[src/rtl/double_gt_arbiter_if.sv]
// rtl/double_gt_arbiter_if.sv - requester, comparator and result signals of the shared double greater-than arbiter
interface double_gt_arbiter_if #(
  parameter int NUM_REQ = 4
);
  logic [NUM_REQ-1:0]    req_valid;
  logic [NUM_REQ-1:0]    req_ready;
  logic [64*NUM_REQ-1:0] req_a;
  logic [64*NUM_REQ-1:0] req_b;
  logic [63:0]           cmp_a;
  logic [63:0]           cmp_b;
  logic                  cmp_z;
  logic [NUM_REQ-1:0]    res_valid;
  logic                  res_z;
  logic [3:0]            inflight;

  modport slave (
    input  req_valid, req_a, req_b, cmp_z,
    output req_ready, cmp_a, cmp_b, res_valid, res_z, inflight
  );

  modport master (
    output req_valid, req_a, req_b, cmp_z,
    input  req_ready, cmp_a, cmp_b, res_valid, res_z, inflight
  );
endinterface

[src/rtl/double_gt_arbiter.sv]
// rtl/double_gt_arbiter.sv - round-robin front end sharing one pipelined double greater-than comparator
module double_gt_arbiter #(
  parameter int NUM_REQ = 4,
  parameter int LATENCY = 3
) (
  input  logic               clk,
  input  logic               rst,
  double_gt_arbiter_if.slave bus
);
  localparam int IDX_W = $clog2(NUM_REQ);
  typedef logic [IDX_W-1:0] idx_t;

  idx_t               ptr;
  idx_t               grant_idx;
  logic               found;
  logic [NUM_REQ-1:0] grant;
  int                 cand;
  logic [LATENCY:0]   tag_valid;
  idx_t               tag_idx [LATENCY+1];
  logic               emit;

  // Rotating priority search starting at ptr; first valid requester wins.
  always_comb begin
    grant_idx = '0;
    found     = 1'b0;
    cand      = 0;
    grant     = '0;
    for (int i = 0; i < NUM_REQ; i++) begin
      cand = int'(ptr) + i;
      if (cand >= NUM_REQ) cand = cand - NUM_REQ;
      if (!found && bus.req_valid[idx_t'(cand)]) begin
        found     = 1'b1;
        grant_idx = idx_t'(cand);
      end
    end
    if (found) grant[grant_idx] = 1'b1;
  end

  assign bus.req_ready = grant;
  assign emit          = tag_valid[LATENCY];

  always_ff @(posedge clk or posedge rst) begin
    if (rst) begin
      ptr           <= '0;
      bus.cmp_a     <= '0;
      bus.cmp_b     <= '0;
      bus.res_valid <= '0;
      bus.res_z     <= 1'b0;
      bus.inflight  <= '0;
      tag_valid     <= '0;
      for (int i = 0; i <= LATENCY; i++) tag_idx[i] <= '0;
    end else begin
      // Tag stage LATENCY lines up with the comparator output for the same operands.
      tag_valid  <= {tag_valid[LATENCY-1:0], found};
      tag_idx[0] <= grant_idx;
      for (int i = 1; i <= LATENCY; i++) tag_idx[i] <= tag_idx[i-1];

      if (found) begin
        bus.cmp_a <= bus.req_a[64*grant_idx +: 64];
        bus.cmp_b <= bus.req_b[64*grant_idx +: 64];
        ptr       <= (grant_idx == idx_t'(NUM_REQ-1)) ? '0 : grant_idx + 1'b1;
      end

      bus.res_valid <= '0;
      if (emit) begin
        bus.res_valid[tag_idx[LATENCY]] <= 1'b1;
        bus.res_z                       <= bus.cmp_z;
      end

      bus.inflight <= bus.inflight + 4'(found) - 4'(emit);
    end
  end
endmodule

[src/flat_wrapper.sv]
// flat-port wrapper written by rule: the top's interface ports become plain ports
module double_gt_arbiter_flat 
#(
  parameter int NUM_REQ = 4,
  parameter int LATENCY = 3
)
  (clk, rst, bus_req_valid, bus_req_a, bus_req_b, bus_cmp_z, bus_req_ready, bus_cmp_a, bus_cmp_b, bus_res_valid, bus_res_z, bus_inflight);
  double_gt_arbiter_if #(.NUM_REQ(NUM_REQ)) bus_i ();
  input  logic clk;
  input  logic rst;
  input wire logic [$bits(bus_i.req_valid)-1:0] bus_req_valid;
  input wire logic [$bits(bus_i.req_a)-1:0] bus_req_a;
  input wire logic [$bits(bus_i.req_b)-1:0] bus_req_b;
  input wire logic [$bits(bus_i.cmp_z)-1:0] bus_cmp_z;
  output wire logic [$bits(bus_i.req_ready)-1:0] bus_req_ready;
  output wire logic [$bits(bus_i.cmp_a)-1:0] bus_cmp_a;
  output wire logic [$bits(bus_i.cmp_b)-1:0] bus_cmp_b;
  output wire logic [$bits(bus_i.res_valid)-1:0] bus_res_valid;
  output wire logic [$bits(bus_i.res_z)-1:0] bus_res_z;
  output wire logic [$bits(bus_i.inflight)-1:0] bus_inflight;
  assign bus_i.req_valid = bus_req_valid;
  assign bus_i.req_a = bus_req_a;
  assign bus_i.req_b = bus_req_b;
  assign bus_i.cmp_z = bus_cmp_z;
  assign bus_req_ready = bus_i.req_ready;
  assign bus_cmp_a = bus_i.cmp_a;
  assign bus_cmp_b = bus_i.cmp_b;
  assign bus_res_valid = bus_i.res_valid;
  assign bus_res_z = bus_i.res_z;
  assign bus_inflight = bus_i.inflight;
  double_gt_arbiter #(.NUM_REQ(NUM_REQ), .LATENCY(LATENCY)) u_core (.clk(clk), .rst(rst), .bus(bus_i));
endmodule
[config.mk]
export PLATFORM = sky130hd
export DESIGN_NAME = double_gt_arbiter_flat
export DESIGN_NICKNAME = d
export VERILOG_FILES = /design/src/rtl/double_gt_arbiter_if.sv /design/src/rtl/double_gt_arbiter.sv /design/src/flat_wrapper.sv
export SDC_FILE = /design/constraint.sdc
export NUM_CORES = 1
export LEC_CHECK = 0
export ABC_AREA = 0
export CORE_AREA = 5 5 257 259
export DETAILED_ROUTE_END_ITERATION = 10
export DIE_AREA = 0 0 262 264
export MAX_ROUTING_LAYER = met4
export PLACE_DENSITY = 0.44
export SLEW_MARGIN = 15
export SYNTH_ARGS = -nofsm -noshare
export SYNTH_HDL_FRONTEND = slang
export SYNTH_SLANG_ARGS = --single-unit
[constraint.sdc]
create_clock -name clk -period 4.8 [get_ports clk]
set_input_delay 0.72 -clock clk [delete_from_list [all_inputs] [get_ports clk]]
set_output_delay 0.72 -clock clk [all_outputs]
set_load 0.02 [all_outputs]
* After elaboration in Yosys (flattened, before gate mapping)
Cells that the tools add are included.
Storage, ports and cells: memory bits (writable) 0, memories 0, register bits after elaboration 151, word-level logic and storage cells 71, memory bits (read-only) 0, bits in latches 0, input port bits 519
Cells by class: shift operators 2, eq/ne operators 1, multiplexer cells 27, add/subtract/negate cells 10, multipliers 0, magnitude comparators 12, reductions and logical operators 8, divide/modulo/power cells 0, bitwise logic cells 0
Operators with widths (count):
- $shiftx A256 B9 Y64 | 2
- $lt A2 B3 Y1 const B | 6
- $mux W2 | 9
- $mux W1 | 10
- $ge A3 B3 Y1 const B | 3
- $bmux W1 S2 | 4
- $mux W4 | 2
- $sub A2 B1 Y2 const B | 4
- $add A2 B2 Y3 const B | 2
- $logic_and A1 B1 Y1 | 5
- $add A4 B1 Y4 | 1
- $demux W1 S2 | 2
- $ge A2 B1 Y1 const B | 2
- $sub A4 B1 Y4 | 1
- $add A2 B1 Y3 const B | 1
- $ge A2 B3 Y1 const B | 1
- $logic_not A1 Y1 | 3
- $add A2 B1 Y2 const B | 1
- $eq A2 B2 Y1 const B | 1

* Depth between registers and ports, before layout
Gate-level depths: netlist of the first run.
depth after elaboration 19, depth in mapped cells 9

* Worst setup path before layout of the first run
Ideal clock, no wire load.
path kind input -> output, from input port bus_req_valid[0], to output port bus_req_ready[2], arrival time 2.090 ns, slack 1.990 ns, cell stages on the path 8, path through and2b_1 -> a2111oi_2 -> or2_1 -> buf_2 -> inv_2 -> buf_2 -> ha_1 -> and2_1
Between the ends: word-level cells in the longest chain between the ends 17
Ends and longest elaborated chain:
- from (decl) | line flat_wrapper.sv:11 | input wire logic [$bits(bus_i.req_valid)-1:0] bus_req_valid;
- $bmux W1 S2 | line double_gt_arbiter.sv:31 | if (!found && bus.req_valid[idx_t'(cand)]) begin
- $mux W1 (not written as such) | line double_gt_arbiter.sv:31
- $mux W1 | line double_gt_arbiter.sv:31
- $logic_not A1 Y1 | line double_gt_arbiter.sv:31
- $logic_and A1 B1 Y1 | line double_gt_arbiter.sv:31
- $mux W1 | line double_gt_arbiter.sv:31
- $logic_not A1 Y1 | line double_gt_arbiter.sv:31
- $logic_and A1 B1 Y1 | line double_gt_arbiter.sv:31
- $mux W1 | line double_gt_arbiter.sv:31
- $logic_not A1 Y1 | line double_gt_arbiter.sv:31
- $logic_and A1 B1 Y1 | line double_gt_arbiter.sv:31
- $mux W2 | line double_gt_arbiter.sv:31
- $lt A2 B3 Y1 (not written as such) or $ge A2 B1 Y1 (tied branches) | line double_gt_arbiter.sv:36 | if (found) grant[grant_idx] = 1'b1;
- $logic_and A1 B1 Y1 (not written as such) | line double_gt_arbiter.sv:36
- $mux W1 (not written as such) | line double_gt_arbiter.sv:36
- $demux W1 S2
- $mux W4 (*) | line double_gt_arbiter.sv:36
- to (decl) | line flat_wrapper.sv:15 | output wire logic [$bits(bus_i.req_ready)-1:0] bus_req_ready;
Every way passes the cells marked *; elsewhere a longest branch is shown, timed or not. The select of a mux whose other input is x is not followed.

* Final worst setup path of the first run
from input port bus_req_valid[1], to output port bus_req_ready[2]
Same word-level chain as after synthesis.

==> results.sh, run 1 <==
export IMPL_cpMostUsedCell="clkdlybuf4s50_1"
export IMPL_end_kind="output pin"
export IMPL_yosysWarnings=0
export IMPL_dr_total_vias=10128
export IMPL_r2r_start="u_core.ptr[0]"
export IMPL_ys_ff_latch=151
export IMPL_max_freq_mhz=242
export IMPL_drv_slew=0
export IMPL_vdd_ir_drop_max_v=0.000348
export IMPL_final_min_clock_period_ns=4.13
export IMPL_critPathTopFamily="buffers and inverters"
export IMPL_drc=0
export IMPL_antenna_found_initial=8
export IMPL_grt_usage=0.143
export IMPL_synthArstFlopShare=1.00
export IMPL_syn_num_nets=1475
export IMPL_slowest_stage="clkdlybuf4s50_1"
export IMPL_dieWidth_um=262
export IMPL_switching_share=0.449
export IMPL_cts_sinks=151
export IMPL_grt_pass1_wl_um=72800
export IMPL_rows=93
export IMPL_die_height_um=264
export IMPL_whs_path_depth=0
export IMPL_yosysSeqAreaShare=0.406
export IMPL_root_buffer="clkbuf_16"
export IMPL_postRouteAntennaNets=0
export IMPL_p_total_w=0.00913
export IMPL_dpl_hpwl_um=36500
export IMPL_synth_area_mm2=0.00932
export IMPL_p_leak_nw=6.63
export IMPL_htreeDepth=4
export IMPL_layout_nets=2069
export IMPL_drtIter0Drc=361
export IMPL_worst_setup_path_type="input pin to output pin"
export IMPL_grt_max_degree=129
export IMPL_synth_top_cell_by_area="dfrtp_1"
export IMPL_worst_pin_slew_ns=0.956
export IMPL_wl_per_cell_um=21.1
export IMPL_grt_setup_unrepaired="false"
export IMPL_gp_congestion=0.771
export IMPL_fin_skew_ns=0.0201
export IMPL_port_buffers=659
export IMPL_cp_required_ns=4.08
export IMPL_cts_tree="done"
export IMPL_clockBufferDepth=2
export IMPL_slew_headroom=0.363
export IMPL_hold_end="u_core.tag_idx[5]"
export IMPL_cts_resized=0
export IMPL_synth_flop_cell="dfrtp_1"
export IMPL_switchingPower_w=0.00410
export IMPL_start_util=0.146
export IMPL_combPwrFrac=0.597
export IMPL_drt_pass1_iter_count=4
export IMPL_p_int_w=0.00503
export IMPL_setup_tns_ns=0
export IMPL_cp_arrival_ns=3.41
export IMPL_finalSetupViolations=0
export IMPL_die_area_mm2=0.0692
export IMPL_hp_start="u_core.tag_idx[7]"
export IMPL_post_cts_setup_buffer_count=0
export IMPL_cp_max_fo=25
export IMPL_syn_avg_cell_area_um2=9.84
export IMPL_pwr_share_clk=0.155
export IMPL_max_cap_violations=0
export IMPL_synth_cell_types=29
export IMPL_slowest_delay_ns=0.60
export IMPL_hold_viol=0
export IMPL_p_per_area_mw_per_mm2=527
export IMPL_ios=660
export IMPL_hold_class="register to register"
export IMPL_numCtsBuffers=17
export IMPL_synth_edff_count=0
export IMPL_yosysTopAreaCellShare=0.406
export IMPL_drive_gt1_frac=0.0360
export IMPL_routed_via_density=4.19
export IMPL_postCtsHoldBufs=0
export IMPL_cts_clk_slew_worst_paths_ns=0.07
export IMPL_start_kind="input pin"
export IMPL_wirelength_um=50900
export IMPL_cp_cell_sequence="clkdlybuf4s50_1 -> nor2_1 -> a2111oi_4 -> or2_4 -> inv_8 -> ha_1 -> and2_1 -> clkdlybuf4s50_1"
export IMPL_pwr_share_seq=0.248
export IMPL_timing_rr_end="u_core.bus.cmp_b[16]"
export IMPL_n_fill_cell=6759
export IMPL_globalRouteOverflowTotal=0
export IMPL_synthTopCellsByArea="dfrtp_1 41%, a211oi_1 21%, mux2i_1 14%, nor3b_1 10%, nor2_1 5.4%"
export IMPL_period_share=0.861
export IMPL_grt_pass1_vias=10934
export IMPL_r2r_slack_ns=1.98
export IMPL_ff2ff_path_depth=6
export IMPL_core_mm2=0.0636
export IMPL_syn2layout_area_growth_pct=86.1
export IMPL_clk_latency_ns=0.48
export IMPL_status="finished clean"
export IMPL_syn_instance_count=947
export IMPL_crit_buf_inv=3
worst max path at each step:
stage | cells past startpoint | slack (ns) | end | from
4_1_cts | 8 | 0.65 | bus_req_ready[2] | bus_req_valid[1]
5_1_grt | 8 | 0.55 | bus_req_ready[2] | bus_req_valid[1]
6_report | 8 | 0.67 | bus_req_ready[2] | bus_req_valid[1]
2_1_floorplan | 1 | 0.02 | u_core.bus.cmp_a[0] | rst
3_3_place_gp | 8 | 0.69 | bus_req_ready[0] | bus_req_valid[1]
3_5_place_dp | 8 | 0.65 | bus_req_ready[2] | bus_req_valid[1]
metal layers:
layer | vias to the layer above | routed length [µm] | global-route usage | share of wire
met5 | - | 0 | - | 0
met4 | 0 | 1500 | 0.0540 | 0.029
met3 | 62 | 5470 | 0.0599 | 0.11
met2 | 474 | 25200 | 0.242 | 0.49
met1 | 4823 | 18800 | 0.148 | 0.37
li1 | 4769 | - | - | -
Yosys cell counts (all sizes together) (4+ instances only):
cell,number
mux2i,128
nor3b,129
clkbuf,58
buf,41
ha,8
a211oi,256
a21oi,4
dfrtp,151
inv,12
and2,4
nor2,135
power groups by stage:
stage	Sequential, W	Clock, W	Combinational (W)
floorplan	0.00296	0	0.00228
global placement	0.00227	0	0.00554
detailed placement	0.00229	0	0.00555
CTS	0.00227	0.00149	0.00558
global route	0.00235	0.00153	0.00584
finish	0.00227	0.00141	0.00546
per-stage QoR:
stage / hold WS (ns) / setup WS [ns] / utilization / instance area, µm² / cells
2_1_floorplan: 0.331 / 0.0153 / - / 9320 / 947
3_3_place_gp: 0.331 / 0.695 / 0.263 / 16700 / 2377
3_5_place_dp: 0.335 / 0.652 / 0.263 / 16700 / 2377
4_1_cts: 0.351 / 0.648 / 0.272 / 17300 / 2409
5_1_grt: 0.355 / 0.550 / 0.272 / 17300 / 2417
6_report: 0.348 / 0.669 / 0.272 / 17300 / 2417
layout make-up:
cell class	count	area, µm²	area share
Antenna cell	8	20.0	0.00115
Clock buffer	17	425	0.0245
Clock inverter	15	160	0.00924
Inverter	12	57.6	0.00332
Multi-Input combinational cell	685	5050	0.291
Sequential cell	151	3780	0.218
Tap cell	855	1070	0.0617
Timing Repair Buffer	674	6770	0.391
logic make-up (layout without fill, tap and decap cells):
| family | count (synthesis) | count (layout) | synth area share |
|---|---|---|---|
| other cells | 0 | 8 | 0 |
| mux | 129 | 129 | 0.139 |
| fa+ha+maj | 9 | 9 | 0.0129 |
| buf+inv | 111 | 718 | 0.0583 |
| xor+xnor | 3 | 3 | 0.00282 |
| flops | 151 | 151 | 0.406 |
| simple gates | 277 | 277 | 0.167 |
| compound gates | 267 | 267 | 0.215 |
flip-flops by register name (all words and copies together), names as in the netlist:
| register | cells |
|---|---|
| u_core.ptr | 2 |
| u_core.bus.res_z | 1 |
| u_core.bus.cmp_b | 64 |
| u_core.bus.cmp_a | 64 |
| u_core.bus.inflight | 4 |
| u_core.bus.res_valid | 4 |
| u_core.tag_valid | 4 |
| u_core.tag_idx | 8 |
cells in the final DEF (no fill, tap or decap), drive strengths merged:
cell / instances
o21ai: 3
nor2: 135
dfrtp: 151
nand2: 3
clkinv: 2
buf: 15
o31ai: 1
a21o: 1
inv: 20
mux2i: 128
and2b: 1
bufinv: 1
clkinvlp: 4
a211oi: 256
clkdlybuf4s50: 659
and2: 4
mux2: 1
a2111oi: 2
nor2b: 1
or2: 1
diode: 8
and3: 1
xnor2: 2
xor2: 1
nand2b: 1
and3b: 1
clkbuf: 17
ha: 8
nor3b: 129
a21oi: 4
fa: 1
Power figures use the tool's default switching activity.
==> run 2: changes to the inputs <==
Settings changed: HOLD_SLACK_MARGIN set to 0.15, TNS_END_PERCENT set to 10.
==> results of run 2 <==
Final layout, timing and power as in run 1 (identical DEF).
==> run 3: changes to the inputs <==
Settings changed: CAP_MARGIN set to 30.
==> results.sh, run 3 (synthesized netlist as in run 1, its figures left out) <==
export IMPL_layout_nets=2070
export IMPL_die_height_um=264
export IMPL_cts_tree="done"
export IMPL_ios=660
export IMPL_setup_tns_ns=0
export IMPL_dpl_hpwl_um=36500
export IMPL_globalRouteOverflowTotal=0
export IMPL_syn2layout_area_growth_pct=86.4
export IMPL_cts_resized=0
export IMPL_regArea_mm2=0.00378
export IMPL_routed_via_density=4.19
export IMPL_grt_max_degree=129
export IMPL_switching_share=0.449
export IMPL_port_buffers=659
export IMPL_finalSetupViolations=0
export IMPL_clockBufferDepth=2
export IMPL_switchingPower_w=0.00411
export IMPL_p_per_area_mw_per_mm2=526
export IMPL_cp_max_fo=25
export IMPL_cp_required_ns=4.08
export IMPL_start_kind="input pin"
export IMPL_grt_pass1_wl_um=72800
export IMPL_p_leak_nw=6.64
export IMPL_dieWidth_um=262
export IMPL_drc=0
export IMPL_worst_hold_slack_ns=0.348
export IMPL_antenna_found_initial=8
export IMPL_dr_total_vias=10138
export IMPL_post_cts_setup_buffer_count=0
export IMPL_top_regs="u_core.bus.cmp_a (64), u_core.bus.cmp_b (64), u_core.tag_idx (8)"
export IMPL_hold_viol=0
export IMPL_end_kind="output pin"
export IMPL_placedCellCount=2377
export IMPL_vdd_ir_drop_max_v=0.000349
export IMPL_slew_headroom=0.398
export IMPL_rows=93
export IMPL_layout_commonest_cell="clkdlybuf4s50_1"
export IMPL_p_int_w=0.00503
export IMPL_drt_pass1_iter_count=5
export IMPL_cp_arrival_ns=3.41
export IMPL_final_min_clock_period_ns=4.13
export IMPL_status="finished clean"
export IMPL_max_cap_violations=0
export IMPL_drive_gt1_frac=0.0367
export IMPL_hold_class="register to register"
export IMPL_clk_latency_ns=0.48
export IMPL_pwr_share_clk=0.155
export IMPL_postRouteAntennaNets=0
export IMPL_cts_sinks=151
export IMPL_worst_setup_path_type="input pin to output pin"
export IMPL_start_util=0.146
export IMPL_postCtsHoldBufs=0
export IMPL_root_buffer="clkbuf_16"
export IMPL_n_fill_cell=6759
export IMPL_htreeDepth=4
export IMPL_layout_common_cells="659 x clkdlybuf4s50_1, 256 x a211oi_1, 151 x dfrtp_1"
export IMPL_finalNonFillerCells=2418
export IMPL_drv_slew=0
export IMPL_cts_clk_slew_worst_paths_ns=0.06
export IMPL_drtIter0Drc=376
export IMPL_wirelength_um=50900
export IMPL_grt_pass1_vias=10934
export IMPL_combPwrFrac=0.597
export IMPL_period_share=0.860
export IMPL_multi_input_area_mm2=0.00505
export IMPL_grt_usage=0.143
export IMPL_gp_congestion=0.771
export IMPL_die_area_mm2=0.0692
export IMPL_final_util=0.273
export IMPL_core_mm2=0.0636
export IMPL_worst_pin_slew_ns=0.903
export IMPL_fin_skew_ns=0.0208
export IMPL_pwr_share_seq=0.248
export IMPL_max_freq_mhz=242
export IMPL_wl_per_cell_um=21.0
export IMPL_p_total_w=0.00914
export IMPL_numCtsBuffers=17
export IMPL_grt_setup_unrepaired="false"
[run 3: path summary, 6_finish.rpt]
kind                                         from                    to  slack, ns  cells past startpoint
worst max-delay path             bus_req_valid[1]      bus_req_ready[2]       0.67                      8
worst min-delay path            u_core.tag_idx[7]     u_core.tag_idx[5]       0.35                      0
max in group asynchronous                     rst  u_core.bus.cmp_b[63]       3.14                      4
min in group asynchronous                     rst  u_core.bus.cmp_a[59]       0.57                      2
worst min register to register  u_core.tag_idx[7]     u_core.tag_idx[5]       0.35                      0
worst max register to register      u_core.ptr[0]  u_core.bus.cmp_b[16]       1.98                      6
[run 3: area by class of cell]
class | count | share of cell area
Multi-Input combinational cell | 685 | 0.291
Clock buffer | 17 | 0.0245
Sequential cell | 151 | 0.218
Inverter | 12 | 0.00331
Antenna cell | 8 | 0.00115
Tap cell | 855 | 0.0616
Timing Repair Buffer | 675 | 0.392
Clock inverter | 15 | 0.00922
[run 3: metrics by stage]
step           worst slack [ns]  instance area, µm²
2_1_floorplan            0.0153                9320
3_3_place_gp              0.695               16700
3_5_place_dp              0.652               16700
4_1_cts                   0.648               17300
5_1_grt                   0.550               17400
6_report                  0.670               17400
[run 3: critical path, stage by stage]
cell and delay [ns]:
clkdlybuf4s50_1 0.53, nor2_1 0.48, a2111oi_4 0.13, or2_4 0.39, inv_8 0.24, ha_1 0.19
and2_1 0.11, clkdlybuf4s50_1 0.60
[run 3: power groups by stage]
| stage | sequential [W] | clock, W | combinational (W) |
|---|---|---|---|
| 6_report | 0.00227 | 0.00141 | 0.00546 |
| 5_1_grt | 0.00235 | 0.00153 | 0.00585 |
| 4_1_cts | 0.00227 | 0.00149 | 0.00558 |
| 3_5_place_dp | 0.00229 | 0 | 0.00555 |
| 3_3_place_gp | 0.00227 | 0 | 0.00554 |
| 2_1_floorplan | 0.00296 | 0 | 0.00228 |
[run 3: routing by layer]
| layer | vias up | global-route usage | wire length, µm |
|---|---|---|---|
| met2 | 488 | 0.242 | 25100 |
| li1 | 4771 | - | - |
| met4 | 0 | 0.0540 | 1510 |
| met5 | - | - | 0 |
| met3 | 65 | 0.0599 | 5400 |
| met1 | 4814 | 0.148 | 18900 |
